File: src/rtl/al_accel_ctrl_gen2.sv
// al_accel_ctrl_gen2
//   PicoRV32-side control block for the Alpha accelerator. It decodes
//   memory-mapped writes into config-register selects/strobes and sequences
//   the datapath through IDLE -> CFG -> RUN -> FIN, with a timeout ERR state.
//   It also keeps a RUN-cycle counter, a STATUS register and an optional
//   level interrupt.
//
// Optional feature macro: AL_ACCEL_IRQ_EN
//   Defined   : irq_pending is set on entry to FIN or ERR. It is cleared by
//               command 0, command 4 or reset. al_accel_irq = irq_pending.
//   Undefined : al_accel_irq = 0, STATUS bit0 reads 0, command 4 does nothing.
//
// Register map (offsets from BASE_ADDR):
//   4*i              config register i (write only, i < NUM_CFG_REGS)
//   CTRL_OFFSET      CTRL    write wdata[2:0] = command, read = state
//   CTRL_OFFSET+4    STATUS  {timeout_flag, fin_flag, irq_pending}
//   CTRL_OFFSET+8    CYCLE   RUN cycle count (read only)
//   CTRL_OFFSET+12   TLIMIT  timeout limit, 0 = no timeout
//   Any other read address returns all-ones.
//
// Ports:
//   clk                   system clock
//   reset                 synchronous, active-high reset
//   al_accel_mem_valid    bus write qualifier
//   al_accel_ctrl_waddr   write address
//   al_accel_ctrl_wdata   write data
//   al_accel_ctrl_raddr   read address
//   al_accel_ctrl_rdata   read data (combinational)
//   al_accel_cal_fin      accelerator done pulse/level
//   al_accel_cfgreg_sel   config register index
//   al_accel_cfgreg_wenb  config write strobe
//   al_accel_flow_enb     datapath run enable
//   al_accel_flow_resetn  datapath reset, active-low
//   al_accel_irq          interrupt, level
module al_accel_ctrl_gen2 #(
  parameter logic [31:0] BASE_ADDR    = 32'h0200_1000,
  parameter int          NUM_CFG_REGS = 17,
  parameter int          SEL_W        = 5,
  parameter logic [31:0] CTRL_OFFSET  = 32'h50,
  parameter int          CNT_W        = 32
) (
  input  logic             clk,
  input  logic             reset,
  input  logic             al_accel_mem_valid,
  input  logic [31:0]      al_accel_ctrl_waddr,
  input  logic [31:0]      al_accel_ctrl_wdata,
  input  logic [31:0]      al_accel_ctrl_raddr,
  output logic [31:0]      al_accel_ctrl_rdata,
  input  logic             al_accel_cal_fin,
  output logic [SEL_W-1:0] al_accel_cfgreg_sel,
  output logic             al_accel_cfgreg_wenb,
  output logic             al_accel_flow_enb,
  output logic             al_accel_flow_resetn,
  output logic             al_accel_irq
);

  typedef enum logic [2:0] {
    ST_IDLE = 3'd0,
    ST_CFG  = 3'd1,
    ST_RUN  = 3'd2,
    ST_FIN  = 3'd3,
    ST_ERR  = 3'd4
  } state_t;

  localparam logic [31:0]      OFF_CTRL   = CTRL_OFFSET;
  localparam logic [31:0]      OFF_STATUS = CTRL_OFFSET + 32'd4;
  localparam logic [31:0]      OFF_CYCLE  = CTRL_OFFSET + 32'd8;
  localparam logic [31:0]      OFF_TLIMIT = CTRL_OFFSET + 32'd12;
  localparam logic [31:0]      CFG_SPAN   = 32'(4 * NUM_CFG_REGS);
  localparam logic [SEL_W-1:0] SEL_IDLE   = SEL_W'(NUM_CFG_REGS);
  localparam logic [CNT_W-1:0] CNT_ONE    = CNT_W'(1);

  state_t             state_reg, state_next;
  logic [CNT_W-1:0]   cycle_cnt_reg;
  logic [CNT_W-1:0]   tlimit_reg;
  logic               fin_flag_reg;
  logic               timeout_flag_reg;
  logic               irq_pending;

  // Offsets relative to the block base. Addresses below the base wrap to
  // huge values, so they never decode.
  logic [31:0] waddr_off;
  logic [31:0] raddr_off;
  assign waddr_off = al_accel_ctrl_waddr - BASE_ADDR;
  assign raddr_off = al_accel_ctrl_raddr - BASE_ADDR;

  logic [2:0] cmd;
  logic       ctrl_wr;
  logic       tlimit_wr;
  logic       cfg_hit;
  logic       timeout_hit;
  logic       run_entry;

  assign cmd       = al_accel_ctrl_wdata[2:0];
  assign ctrl_wr   = al_accel_mem_valid && (waddr_off == OFF_CTRL);
  assign tlimit_wr = al_accel_mem_valid && (waddr_off == OFF_TLIMIT) &&
                     ((state_reg == ST_IDLE) || (state_reg == ST_CFG));
  assign cfg_hit   = al_accel_mem_valid && (state_reg == ST_CFG) &&
                     (waddr_off[1:0] == 2'b00) && (waddr_off < CFG_SPAN);
  // The counter is 0 in the first RUN cycle, so TLIMIT-1 marks the
  // TLIMIT-th RUN cycle.
  assign timeout_hit = (tlimit_reg != '0) && (cycle_cnt_reg == tlimit_reg - CNT_ONE);
  assign run_entry   = (state_next == ST_RUN) && (state_reg != ST_RUN);

  // ---------------- FSM: state register ----------------
  always_ff @(posedge clk) begin
    if (reset) begin
      state_reg <= ST_IDLE;
    end else begin
      state_reg <= state_next;
    end
  end

  // ---------------- FSM: next state ----------------
  // In RUN an accepted CTRL command outranks cal_fin, and cal_fin outranks
  // the timeout.
  always_comb begin
    state_next = state_reg;
    case (state_reg)
      ST_IDLE: begin
        if (ctrl_wr && cmd == 3'd1)      state_next = ST_CFG;
        else if (ctrl_wr && cmd == 3'd2) state_next = ST_RUN;
      end
      ST_CFG: begin
        if (ctrl_wr && cmd == 3'd0)      state_next = ST_IDLE;
        else if (ctrl_wr && cmd == 3'd2) state_next = ST_RUN;
      end
      ST_RUN: begin
        if (ctrl_wr && cmd == 3'd0) state_next = ST_IDLE;
        else if (al_accel_cal_fin)  state_next = ST_FIN;
        else if (timeout_hit)       state_next = ST_ERR;
      end
      ST_FIN, ST_ERR: begin
        if (ctrl_wr && cmd == 3'd0) state_next = ST_IDLE;
      end
      default: state_next = ST_IDLE;
    endcase
  end

  // ---------------- FSM: outputs ----------------
  always_comb begin
    al_accel_flow_resetn = (state_reg != ST_IDLE);
    al_accel_flow_enb    = (state_reg == ST_RUN);
    al_accel_cfgreg_wenb = cfg_hit;
    al_accel_cfgreg_sel  = SEL_IDLE;
    if (cfg_hit) begin
      al_accel_cfgreg_sel = waddr_off[SEL_W+1:2];
    end
  end

  // Cycle counter. It counts only the RUN cycles that stay in RUN, so after
  // the exit CYCLE equals the number of RUN cycles before the exit cycle. It
  // holds outside RUN and saturates at all-ones.
  always_ff @(posedge clk) begin
    if (reset) begin
      cycle_cnt_reg <= '0;
    end else if (run_entry) begin
      cycle_cnt_reg <= '0;
    end else if (state_reg == ST_RUN && state_next == ST_RUN && cycle_cnt_reg != '1) begin
      cycle_cnt_reg <= cycle_cnt_reg + CNT_ONE;
    end
  end

  // Completion flags. They are cleared when a new run starts.
  always_ff @(posedge clk) begin
    if (reset) begin
      fin_flag_reg     <= 1'b0;
      timeout_flag_reg <= 1'b0;
    end else if (run_entry) begin
      fin_flag_reg     <= 1'b0;
      timeout_flag_reg <= 1'b0;
    end else if (state_reg == ST_RUN) begin
      if (state_next == ST_FIN) fin_flag_reg     <= 1'b1;
      if (state_next == ST_ERR) timeout_flag_reg <= 1'b1;
    end
  end

  // The timeout limit can change only while the datapath is parked.
  always_ff @(posedge clk) begin
    if (reset) begin
      tlimit_reg <= '0;
    end else if (tlimit_wr) begin
      tlimit_reg <= al_accel_ctrl_wdata[CNT_W-1:0];
    end
  end

`ifdef AL_ACCEL_IRQ_EN
  logic irq_pending_reg;
  logic irq_set;
  logic irq_clr;

  // irq can be pending only in FIN/ERR, so a command 0 or 4 seen in any
  // state is a safe clear. Clear wins over a set in the same cycle.
  assign irq_clr = ctrl_wr && (cmd == 3'd0 || cmd == 3'd4);
  assign irq_set = (state_next != state_reg) &&
                   (state_next == ST_FIN || state_next == ST_ERR);

  always_ff @(posedge clk) begin
    if (reset) begin
      irq_pending_reg <= 1'b0;
    end else if (irq_clr) begin
      irq_pending_reg <= 1'b0;
    end else if (irq_set) begin
      irq_pending_reg <= 1'b1;
    end
  end

  assign irq_pending = irq_pending_reg;
`else
  assign irq_pending = 1'b0;
`endif

  assign al_accel_irq = irq_pending;

  // Counter and limit are zero-extended onto the 32-bit read bus.
  logic [31:0] cycle_rd;
  logic [31:0] tlimit_rd;
  if (CNT_W < 32) begin : g_rd_ext
    assign cycle_rd  = {{(32-CNT_W){1'b0}}, cycle_cnt_reg};
    assign tlimit_rd = {{(32-CNT_W){1'b0}}, tlimit_reg};
  end else begin : g_rd_full
    assign cycle_rd  = cycle_cnt_reg[31:0];
    assign tlimit_rd = tlimit_reg[31:0];
  end

  // Read mux. Only the four control registers are readable.
  always_comb begin
    al_accel_ctrl_rdata = 32'hFFFF_FFFF;
    if (raddr_off == OFF_CTRL) begin
      al_accel_ctrl_rdata = {29'd0, state_reg};
    end else if (raddr_off == OFF_STATUS) begin
      al_accel_ctrl_rdata = {29'd0, timeout_flag_reg, fin_flag_reg, irq_pending};
    end else if (raddr_off == OFF_CYCLE) begin
      al_accel_ctrl_rdata = cycle_rd;
    end else if (raddr_off == OFF_TLIMIT) begin
      al_accel_ctrl_rdata = tlimit_rd;
    end
  end

endmodule

File: config.mk
export PLATFORM = sky130hd
export DESIGN_NAME = al_accel_ctrl_gen2
export DESIGN_NICKNAME = d
export VERILOG_FILES = /design/src/rtl/al_accel_ctrl_gen2.sv
export SDC_FILE = /design/constraint.sdc
export NUM_CORES = 1
export LEC_CHECK = 0
export BUFFER_PORTS_ARGS = -buffer_cell sky130_fd_sc_hd__buf_2
export CAP_MARGIN = 20
export CORE_ASPECT_RATIO = 0.75
export CORE_MARGIN = 5
export CORE_UTILIZATION = 40
export DETAILED_ROUTE_END_ITERATION = 12
export PLACE_DENSITY_LB_ADDON = 0.1
export SLEW_MARGIN = 20
export SYNTH_ARGS = -nofsm -noshare
export SYNTH_HDL_FRONTEND = slang
export SYNTH_SLANG_ARGS = --single-unit
File: constraint.sdc
create_clock -name clk -period 6.2 [get_ports clk]
set_clock_uncertainty 0.15 [all_clocks]
set_input_delay 0.62 -clock clk [delete_from_list [all_inputs] [get_ports clk]]
set_output_delay 0.62 -clock clk [all_outputs]
set_load 0.02 [all_outputs]
Word-level counts from Yosys, hierarchy flattened. Index checks and enable logic that the tools add are counted.

Multiplexer cells: 13. Equality and inequality tests: 18. Add/sub/neg operators: 4. $lt $le $gt $ge: 1. Reductions and logical operators: 23.

Operators with widths (count): 32-bit by 7-bit == test with 1-bit output (second input constant) (6); 32-bit 2-to-1 mux (4); 32-bit by 26-bit subtractor with 32-bit output (second input constant) (2); 32-bit by 1-bit adder with 32-bit output (second input constant) (1); 32-bit == test (1); 32-bit by 7-bit less-than comparator with 1-bit output (second input constant) (1); 32-bit != test (second input constant) (1); 32-bit nonzero test (1); 32-bit by 1-bit subtractor with 32-bit output (second input constant) (1); 3-bit 2-to-1 mux (7); 3-bit by 2-bit == test with 1-bit output (second input constant) (5); 1-bit logical AND (13); 3-bit one-hot mux with 4 select lines (1); 3-bit by 1-bit == test with 1-bit output (second input constant) (2); 3-bit == test (second input constant) (2); 3-bit zero test (2); 5-bit 2-to-1 mux (1); 2-bit AND reduction (2); 2-bit OR reduction (2); 3-bit by 2-bit != test with 1-bit output (second input constant) (1); 3-bit nonzero test (1); 2-bit zero test (1); 1-bit logical OR (1).

Input bits: 100. Word-level logic and storage cells: 64. Output and inout port bits: 41. Register bits after elaboration: 69.

Depth between registers and ports, before layout. Gate-level depths: netlist of run 1.

Depth in word-level cells: 10. Gate-level depth with buffers: 14. Gate-level depth less buffers: 11.

Worst setup path after synthesis of run 1. Ideal clock, no wire load.

Path type: input -> output. Start: input port al_accel_ctrl_waddr[13]. End: output port al_accel_cfgreg_sel[1]. Data required time: 5.430 ns. Buffers on the path: 0. Data arrival time: 3.029 ns. Setup slack: 2.401 ns. Stages: 8. Cells stage by stage: or3_4 or4_4 o32ai_4 o211ai_1 nor3b_1 nand2_1 nor2_1 and2_1.

Longest elaborated chain between the ends: 4.

RTL lines: start, declared (line 45) `input logic [31:0] al_accel_ctrl_waddr,`; 32-bit by 26-bit subtractor with 32-bit output (line 84) `assign waddr_off = al_accel_ctrl_waddr - BASE_ADDR;`; 32-bit by 7-bit less-than comparator with 1-bit output (line 99) `(waddr_off[1:0] == 2'b00) && (waddr_off < CFG_SPAN);`; 1-bit logical AND (line 99); named net al_accel_cfgreg_wenb (line 51) `output logic al_accel_cfgreg_wenb,`; 5-bit 2-to-1 mux (line 146) `if (cfg_hit) begin`; end, declared (line 50) `output logic [SEL_W-1:0] al_accel_cfgreg_sel,`.

The timed path passes the listed nets, and every way through them passes these cells.

Final worst setup path of run 1.
Start: input port al_accel_ctrl_waddr[13]. End: output port al_accel_cfgreg_sel[0].

Longest elaborated chain between the ends: 4.

RTL lines (line): 32-bit by 26-bit subtractor with 32-bit output (84); 32-bit by 7-bit less-than comparator with 1-bit output (99); 1-bit logical AND (99); 5-bit 2-to-1 mux (146).

No other way between the ends.

==> results of run 1 <==
-- logic make-up after synthesis --
group / after synthesis
AO/OA/AOI/OAI: 153
XOR/XNOR: 42
adder cells (fa/ha/maj): 3
buffers and inverters: 71
flip-flops: 69
multiplexers: 33
other: 1
AND/OR/NAND/NOR: 433
-- cells in the mapped netlist, types with 5 or more instances --
library cell  count  area share
or2_2             6      0.0063
nand2_1         159        0.10
mux2i_1           5      0.0084
nand2b_1         10       0.011
xnor2_1          29       0.043
buf_2             9      0.0076
nor4b_1           7       0.010
nand4_1          23       0.024
and2_1           11       0.012
nor2_1           43       0.027
and4_1            6      0.0088
clkbuf_1         39       0.025
a21o_1            5      0.0063
and3_1           11       0.012
inv_1            10      0.0063
nor3b_1           8       0.010
nor4_1           17       0.018
a31oi_1           5      0.0053
a21oi_1          58       0.049
o21a_1            7      0.0088
or4_1            20       0.025
nand3_1          27       0.023
or3_1            16       0.017
buf_1             6      0.0038
dfxtp_1          69        0.23
xor2_1           13       0.019
mux2_2           26       0.049
o21ai_0          16       0.013
buf_6             5      0.0095
nand3b_1          6      0.0076
nor3_1           26       0.022
o31ai_1          16       0.020
o21ai_1           7      0.0059
-- final cells by class --
cell class	count	area share
Multi-Input combinational cell	665	0.609
Clock buffer	9	0.0323
Clock inverter	5	0.0111
Sequential cell	69	0.198
Timing Repair Buffer	144	0.108
Tap cell	200	0.0359
Inverter	10	0.00539
-- where the power goes --
group           switching, mW  total, mW  leakage, nW  internal [mW]
Sequential     0.000000000112      0.443        0.555          0.443
Clock                   0.202      0.548        0.147          0.346
Combinational          0.0404     0.0738         1.86         0.0335
-- critical path, cell delays in order --
cell,delay [ps]
buf_2,110
or3_4,390
or4_4,470
o32ai_4,300
o211ai_1,130
nor3b_1,530
nand2_1,160
or3_1,370
buf_2,170
-- worst min-delay path by stage --
stage                     slack (ps)               end  cells past startpoint
final                            320  timeout_flag_reg                      1
after global routing             330  timeout_flag_reg                      1
after global placement           300  timeout_flag_reg                      1
after detailed placement         310  timeout_flag_reg                      1
after CTS                        320  timeout_flag_reg                      1
after floorplan                  290  timeout_flag_reg                      1
-- layer usage --
layer | up-vias | track usage | part of all wire
met5 | - | 0 | 0
met4 | 0 | 0.0568 | 0.014
met3 | 27 | 0.0422 | 0.077
met2 | 250 | 0.362 | 0.44
met1 | 3022 | 0.326 | 0.47
li1 | 3126 | - | -
==> results.md, run 1 <==
* Overflow after GRT at 0
* Area fraction in compound gates after synthesis at 0.173
* Die Ht at 116 um
* Final Hold Viols at 0
* R2r worst-path depth at 12
* CTS tree: done
* Input/output buffers at 139
* Root buffer cell: clkbuf_16
* Synth warn at 0
* Dpl cells at 1087
* Reg2reg end: cycle_cnt_reg[14]
* Clock latency on the worst-skew pair at 350 ps
* HP Class: reg -> reg
* Power Density at 153 nW/um^2
* CTS H-tree lvls at 3
* Final WL at 20400 um
* CP Class: in -> out
* # setup viols final at 0
* Cell Count, Final, Fillers Out at 1102
* WL/cell at 18.5 um
* Setup crit end kind: output pin
* Max Clk Rate at 249 MHz
* Finished layout cell area at 6960 sq um
* Largest family of logic cells by synthesized area: simple AND/OR/NAND/NOR gates
* CTS Buf Count at 9
* Register area share after synthesis at 0.233
* Vias in the first global route at 5973
* Seq. cell area at 1380 sq um
* Fin util at 0.480
* Placed cell areas at 6630 sq um
* XOR/XNOR Fraction of Synth Area at 0.0619
* Leak Pwr at 2.57 nW
* Worst Tran Pin Value at 1150 ps
* Maxcap violations at 0
* Diode count at 0
* Mux contribution to synthesized area at 0.0653
* Antenna violations before repair at 0
* Area Growth Syn to Fin at 17.2%
* Worst-path clk slew at 60 ps
* DR iter-0 viols at 408
* Worst Hold Launch: timeout_flag_reg
* Yosys reg bits at 69
* Deepest clock path buffer count at 2
* Crit path launch type: input port
* Pre-CTS setup slack at 2080 ps
* DRC Markers at 0
* Crit path launch: al_accel_ctrl_waddr[13]
* Gpl congestion at 0.969
* First-pass GRT wire length at 31800 um
* Hold slack at 321 ps
* Clk sinks at 69
* Mean Syn Cell Area at 7.38 sq um
* # Post-CTS Setup Buffers at 0
* Most common cell after layout, fill and taps aside: nand2_1
* Vias at 6425
* Reg2reg start: tlimit_rd[0]
* Fin nets at 1002
* # rows at 38
* Critical path data arrival time at 3250 ps
* Worst rel slew slack at 0.230
* Synthesized area at 5940 sq um
* Gr usage total at 0.230
* Drt via density at 5.83
* Layout cell share with drive strength beyond 1 at 0.247
* Setup WS post-layout at 2180 ps
* Hold Buf Count CTS at 0
* ANT nets after route at 0
* Synthesized-area fraction occupied by adder cells at 0.00632
* HPWL after DPL at 15300 um
* Worst setup path endpoint: al_accel_cfgreg_sel[0]
* Async SR Flop Fraction at 0
* Die area at 17400 sq um
* Die W at 151 um
* Final max-slew violation count at 0
* Filler instances at 1424
* Critical Path Fanout Max at 5
* Crit share post-route at 0.648
* Ys flop type: dfxtp_1
* Fin crit period at 4020 ps
* Top Ports at 141
* Required time worst endpoint at 5430 ps
* Peak VDD IR at 0.129 mV
* First drt pass iteration count at 5
* Post-synth cell types at 83
* Simple logic cell fraction of the synthesized area at 0.406
* Mapped Nets at 908
* Final Power at 1.07 mW
* Status: finished, final reports clean
* Final TNS setup at 0 ps
* RSZ-0062 raised after global routing: false
* R2r setup slk at 2250 ps
* CTS resizes at 0
* Post-synthesis cell count at 805
* Largest net degree at the start of global routing at 46
* Post-synth EDFFs at 0
* Core ar. at 14500 sq um
* Initial Utilization at 0.410
* Most frequent cells in the layout: nand2_1, buf_2, dfxtp_1, a21oi_1, nor2_1
* Multi-input logic area at 4240 sq um
(Power assumes the default switching activity.)
==> run 2, diff against run 1 <==
clock period = 3.46 ns   (was 6.2 ns; I/O delays follow)
==> results.md, run 2 (same netlist as run 1, synthesis figures left out) <==
* Overflow after GRT at 0 (unchanged)
* ANT nets after route at 0 (unchanged)
* HPWL after DPL at 16900 um (+10%)
* Fin nets at 1059 (+5.7%)
* Power Density at 256 nW/um^2 (+67%)
* Die area at 17400 sq um (unchanged)
* Leak Pwr at 2.87 nW (+12%)
* Setup WS post-layout at 116 ps (-2070 ps)
* Antenna violations before repair at 0 (unchanged)
* Crit-path cells: inv_1 > ha_1 > or4b_4 > nor2_2 > buf_4 > and4_1 > o211ai_1 > nor4_2 > nand4b_2 > o21ai_4 > clkbuf_16 > o21ai_1 > a21oi_1
* Die W at 151 um (unchanged)
* Final Hold Viols at 0 (unchanged)
* Clk sinks at 69 (unchanged)
* Initial Utilization at 0.410 (unchanged)
* Met2 WL post-DR at 9560 um (+7.1%)
* # rows at 38 (unchanged)
* First-pass GRT wire length at 34000 um (+6.8%)
* Clock latency on the worst-skew pair at 350 ps (about the same)
* Drt via density at 5.78 (-0.83%)
* Vias in the first global route at 6368 (+6.6%)
* Maxcap violations at 0 (unchanged)
* Core ar. at 14500 sq um (unchanged)
* Worst path slowest cell: or4b_4
* RSZ-0062 raised after global routing: true
* M1 WL at 10200 um (+5.8%)
* Cell Count, Final, Fillers Out at 1161 (+5.4%)
* Worst-path clk slew at 60 ps (about the same)
* Fin crit period at 3340 ps
* Deepest clock path buffer count at 2 (unchanged)
* Most frequent cells in the layout: nand2_1, buf_2, dfxtp_1, buf_4, a21oi_1
* DR iter-0 viols at 502 (+23%)
* Crit path launch type: flop
* Gpl congestion at 0.957 (-1.3%)
* CTS tree: done
* # setup viols final at 0 (unchanged)
* Top Ports at 141 (unchanged)
* Hold slack at 87.4 ps (-234 ps)
* Diode count at 0 (unchanged)
* DRC Markers at 0 (unchanged)
* Max Clk Rate at 299 MHz
* Peak VDD IR at 0.212 mV (+64%)
* Largest net degree at the start of global routing at 46 (unchanged)
* Final max-slew violation count at 0 (unchanged)
* Setup crit end kind: flop
* Crit-path max cell delay at 530 ps (about the same)
* Worst Tran Pin Value at 819 ps (-335 ps)
* First drt pass iteration count at 5 (unchanged)
* Input/output buffers at 139 (unchanged)
* CTS Buf Count at 9 (unchanged)
* Area Growth Syn to Fin at 25.9%
* Met3 WL post-DR at 1730 um (+10%)
* Status: finished, final reports clean
* HP Class: in -> reg
* CTS H-tree lvls at 3 (unchanged)
* Gr usage total at 0.246 (+0.0161)
* Most common cell after layout, fill and taps aside: nand2_1
* Vias at 6713 (+4.5%)
* Worst rel slew slack at 0.454 (+0.224)
* WL/cell at 18.8 um (+1.5%)
* Root buffer cell: clkbuf_16
* Final TNS setup at 0 ps (unchanged)
* Final WL at 21800 um (+6.9%)
* Dpl cells at 1144 (+5.2%)
* Layout cell share with drive strength beyond 1 at 0.305 (+0.0577)
* Crit share post-route at 0.966
* Required time worst endpoint at 3580 ps (-1850 ps)
* Highest routed layer: met4
* Die Ht at 116 um (unchanged)
* Critical path data arrival time at 3460 ps (+210 ps)
* CP Class: reg -> reg
* Pre-CTS setup slack at 45.4 ps (-2030 ps)
* Hold Buf Count CTS at 0 (unchanged)
* Filler instances at 1492 (+4.8%)
* Critical Path Fanout Max at 22 (+17)
run 2: changes by cell type in the layout (fill, tap and decap cells not counted), moves of 2 or more:
cell | before | now
buf_4 | 4 | 60
inv_6 | 0 | 3
and3_1 | 11 | 9
nor2_1 | 42 | 40
nor2_2 | 1 | 3
nor4_1 | 17 | 15
nor4_2 | 2 | 4
nor4b_1 | 7 | 5
nor4b_2 | 4 | 6
run 2: path summary, 6_finish.rpt:
kind | cells after the start | from | slack, ps | endpoint
max reg2reg | 13 | tlimit_rd[0] | 120 | cycle_cnt_reg[2]
min | 3 | al_accel_ctrl_wdata[3] | 90 | tlimit_rd[3]
min reg2reg | 1 | timeout_flag_reg | 320 | timeout_flag_reg
max | 13 | tlimit_rd[0] | 120 | cycle_cnt_reg[2]
run 2: layer usage:
metal	track usage	up-vias
met5	0	-
met4	0.0507	0
met3	0.0528	30
met2	0.394	256
met1	0.343	3190
li1	-	3237
run 2: where the power goes:
group / switching (mW) / internal [mW]
Sequential: 0.000000000153 / 0.794
Combinational: 0.0732 / 0.0630
Clock: 0.410 / 0.571
Total: 0.484 / 1.43
run 2: through the flow:
step | power, mW | instance area [sq um] | util
2_1_floorplan | 0.866 | 5940 | -
3_3_place_gp | 0.944 | 7070 | 0.488
3_5_place_dp | 0.947 | 7070 | 0.488
4_1_cts | 1.93 | 7380 | 0.509
5_1_grt | 1.98 | 7480 | 0.516
6_report | 1.91 | 7480 | 0.516
run 2: what timing repair did:
item	CTS	global route
buffers inserted	0	0
endpoints found under the setup margin	0	29
resized for setup	0	14
run 2: area by class of cell:
| type | instances | area [sq um] | share of cell area |
|---|---|---|---|
| clock buffers | 9 | 225 | 0.0301 |
| clock inverters | 7 | 81.3 | 0.0109 |
| inverters | 10 | 37.5 | 0.00502 |
| multi-input cells | 665 | 4310 | 0.577 |
| flip-flops and latches | 69 | 1380 | 0.185 |
| well taps | 200 | 250 | 0.0335 |
| repair buffers | 201 | 1190 | 0.159 |
run 2: worst max-delay path, delay by kind of cell (launching register included):
kind | cells | cell delay [ps]
and+or+nand+nor | 5 | 1460
AOI/OAI and AO/OA | 4 | 660
buffers and inverters | 3 | 460
DFF | 1 | 320
adders and majority gates | 1 | 210
==> run 3, diff against run 2 <==
clock period = 3.3 ns   (was 3.46 ns; I/O delays follow)
==> results.md, run 3 (same netlist as run 1, synthesis figures left out) <==
* Diode count at 0 (unchanged)
* Power Density at 247 nW/um^2 (-3.3%)
* Met3 WL post-DR at 1660 um (-3.8%)
* # setup viols final at 8 (+8)
* ANT nets after route at 0 (unchanged)
* Fin crit period at 3360 ps (+15.9 ps)
* Die area at 17400 sq um (unchanged)
* Most frequent cells in the layout: nand2_1, buf_2, buf_4, dfxtp_1, a21oi_1
* Layout cell share with drive strength beyond 1 at 0.360 (+0.0552)
* Deepest clock path buffer count at 2 (unchanged)
* Largest net degree at the start of global routing at 46 (unchanged)
* Filler instances at 1427 (-4.4%)
* DRC Markers at 0 (unchanged)
* RSZ-0062 raised after global routing: true
* Gpl congestion at 0.915 (-4.4%)
* Maxcap violations at 0 (unchanged)
* Pre-CTS setup slack at -148 ps (-193 ps)
* Leak Pwr at 3.10 nW (+7.9%)
* Required time worst endpoint at 3440 ps (-140 ps)
* Setup crit end kind: flop
* Worst-path clk slew at 70 ps (about the same)
* Root buffer cell: clkbuf_16
* CP Class: reg -> reg
* Worst Tran Pin Value at 804 ps (-14.7 ps)
* Final Hold Viols at 0 (unchanged)
* Gr usage total at 0.255 (+0.00942)
* Input/output buffers at 139 (unchanged)
* Crit path launch type: flop
* Worst rel slew slack at 0.464 (+0.00983)
* CTS H-tree lvls at 3 (unchanged)
* DR iter-0 viols at 479 (-4.6%)
* Overflow after GRT at 0 (unchanged)
* Critical path data arrival time at 3500 ps (+40 ps)
* Highest routed layer: met4
* Most common cell after layout, fill and taps aside: nand2_1
* Failing checks: negative setup slack
* M1 WL at 10900 um (+6.3%)
* Max Clk Rate at 298 MHz (-0.47%)
* Top Ports at 141 (unchanged)
* HPWL after DPL at 17400 um (+3.2%)
* WL/cell at 19.3 um (+2.4%)
* Final WL at 23100 um (+5.6%)
* R2r setup slk at -60 ps (-180 ps)
* Hold slack at 60.7 ps (-26.8 ps)
* Antenna violations before repair at 0 (unchanged)
* Die W at 151 um (unchanged)
* Die Ht at 116 um (unchanged)
* Final max-slew violation count at 0 (unchanged)
* Critical Path Fanout Max at 11 (-50%)
* Met2 WL post-DR at 10300 um (+7.4%)
* Initial Utilization at 0.410 (unchanged)
* Cell Count, Final, Fillers Out at 1197 (+3.1%)
* Crit share post-route at 1.02 (+0.0517)
* Final TNS setup at -246 ps (-246 ps)
* Setup WS post-layout at -59.6 ps (-176 ps)
* Status: complete, but fails checks
* HP Class: in -> reg
* Seq. cell area at 1390 sq um (+0.27%)
* # rows at 38 (unchanged)
* Hold Buf Count CTS at 0 (unchanged)
* First-pass GRT wire length at 35200 um (+3.6%)
* Fin nets at 1095 (+3.4%)
* Clk sinks at 69 (unchanged)
* Dpl cells at 1168 (+2.1%)
* Vias at 6936 (+3.3%)
* Drt via density at 5.79 (+0.21%)
* Core ar. at 14500 sq um (unchanged)
* Vias in the first global route at 6516 (+2.3%)
* CTS tree: done
* Area Growth Syn to Fin at 33.7%
* Peak VDD IR at 0.215 mV (+1.5%)
* First drt pass iteration count at 6 (+1)
* Multi-input logic area at 4460 sq um (+3.4%)
* Clock latency on the worst-skew pair at 350 ps (about the same)
* CTS Buf Count at 9 (unchanged)
## run 3: layout make-up
type	instances	share of cell area
flip-flops and latches	69	0.174
clock buffers	9	0.0284
repair buffers	237	0.191
well taps	200	0.0315
inverters	10	0.00473
multi-input cells	665	0.562
clock inverters	7	0.00851
## run 3: power breakdown
part / internal, mW / total (mW) / switching, mW / leakage, nW
Sequential: 0.832 / 0.832 / 0.000000000146 / 0.557
Clock: 0.526 / 0.983 / 0.456 / 0.133
Combinational: 0.0687 / 0.147 / 0.0785 / 2.41
Total: 1.43 / 1.96 / 0.535 / 3.10
## run 3: layer usage
metal | GRT usage | up-vias
li1 | - | 3316
met1 | 0.363 | 3336
met2 | 0.412 | 259
met3 | 0.0403 | 25
met4 | 0.0537 | 0
met5 | 0 | -
## run 3: path summary, 6_finish.rpt
check / cells after the start / start / end
worst min-delay path: 3 / al_accel_ctrl_wdata[8] / tlimit_rd[8]
worst max register to register: 15 / tlimit_rd[1] / cycle_cnt_reg[18]
worst max-delay path: 15 / tlimit_rd[1] / cycle_cnt_reg[18]
worst min register to register: 1 / timeout_flag_reg / timeout_flag_reg
## run 3: repair_timing
item,4_1_cts,5_1_grt
setup endpoints to repair,26,39
gates resized for setup,6,45
setup buffers,0,9
pin swaps,0,21
cloned,0,4
## run 3: worst max-delay path: stages, from the launching register on
cell,delay [ps]
dfxtp_2,320
inv_2,70
ha_4,140
or4b_4,510
nor4_4,340
buf_4,170
buf_4,90
or4_4,100
a21oi_2,60
nor3_2,180
nand4b_4,180
o21ai_4,70
buf_12,140
clkbuf_16,170
or4_1,470
a21oi_1,140
## run 3: per-stage QoR
step | util | power [mW] | area [sq um]
after CTS | 0.524 | 1.97 | 7600
after global placement | 0.501 | 0.990 | 7270
after global routing | 0.548 | 2.02 | 7940
after floorplan | - | 0.908 | 5940
final | 0.548 | 1.96 | 7940
after detailed placement | 0.501 | 0.995 | 7270
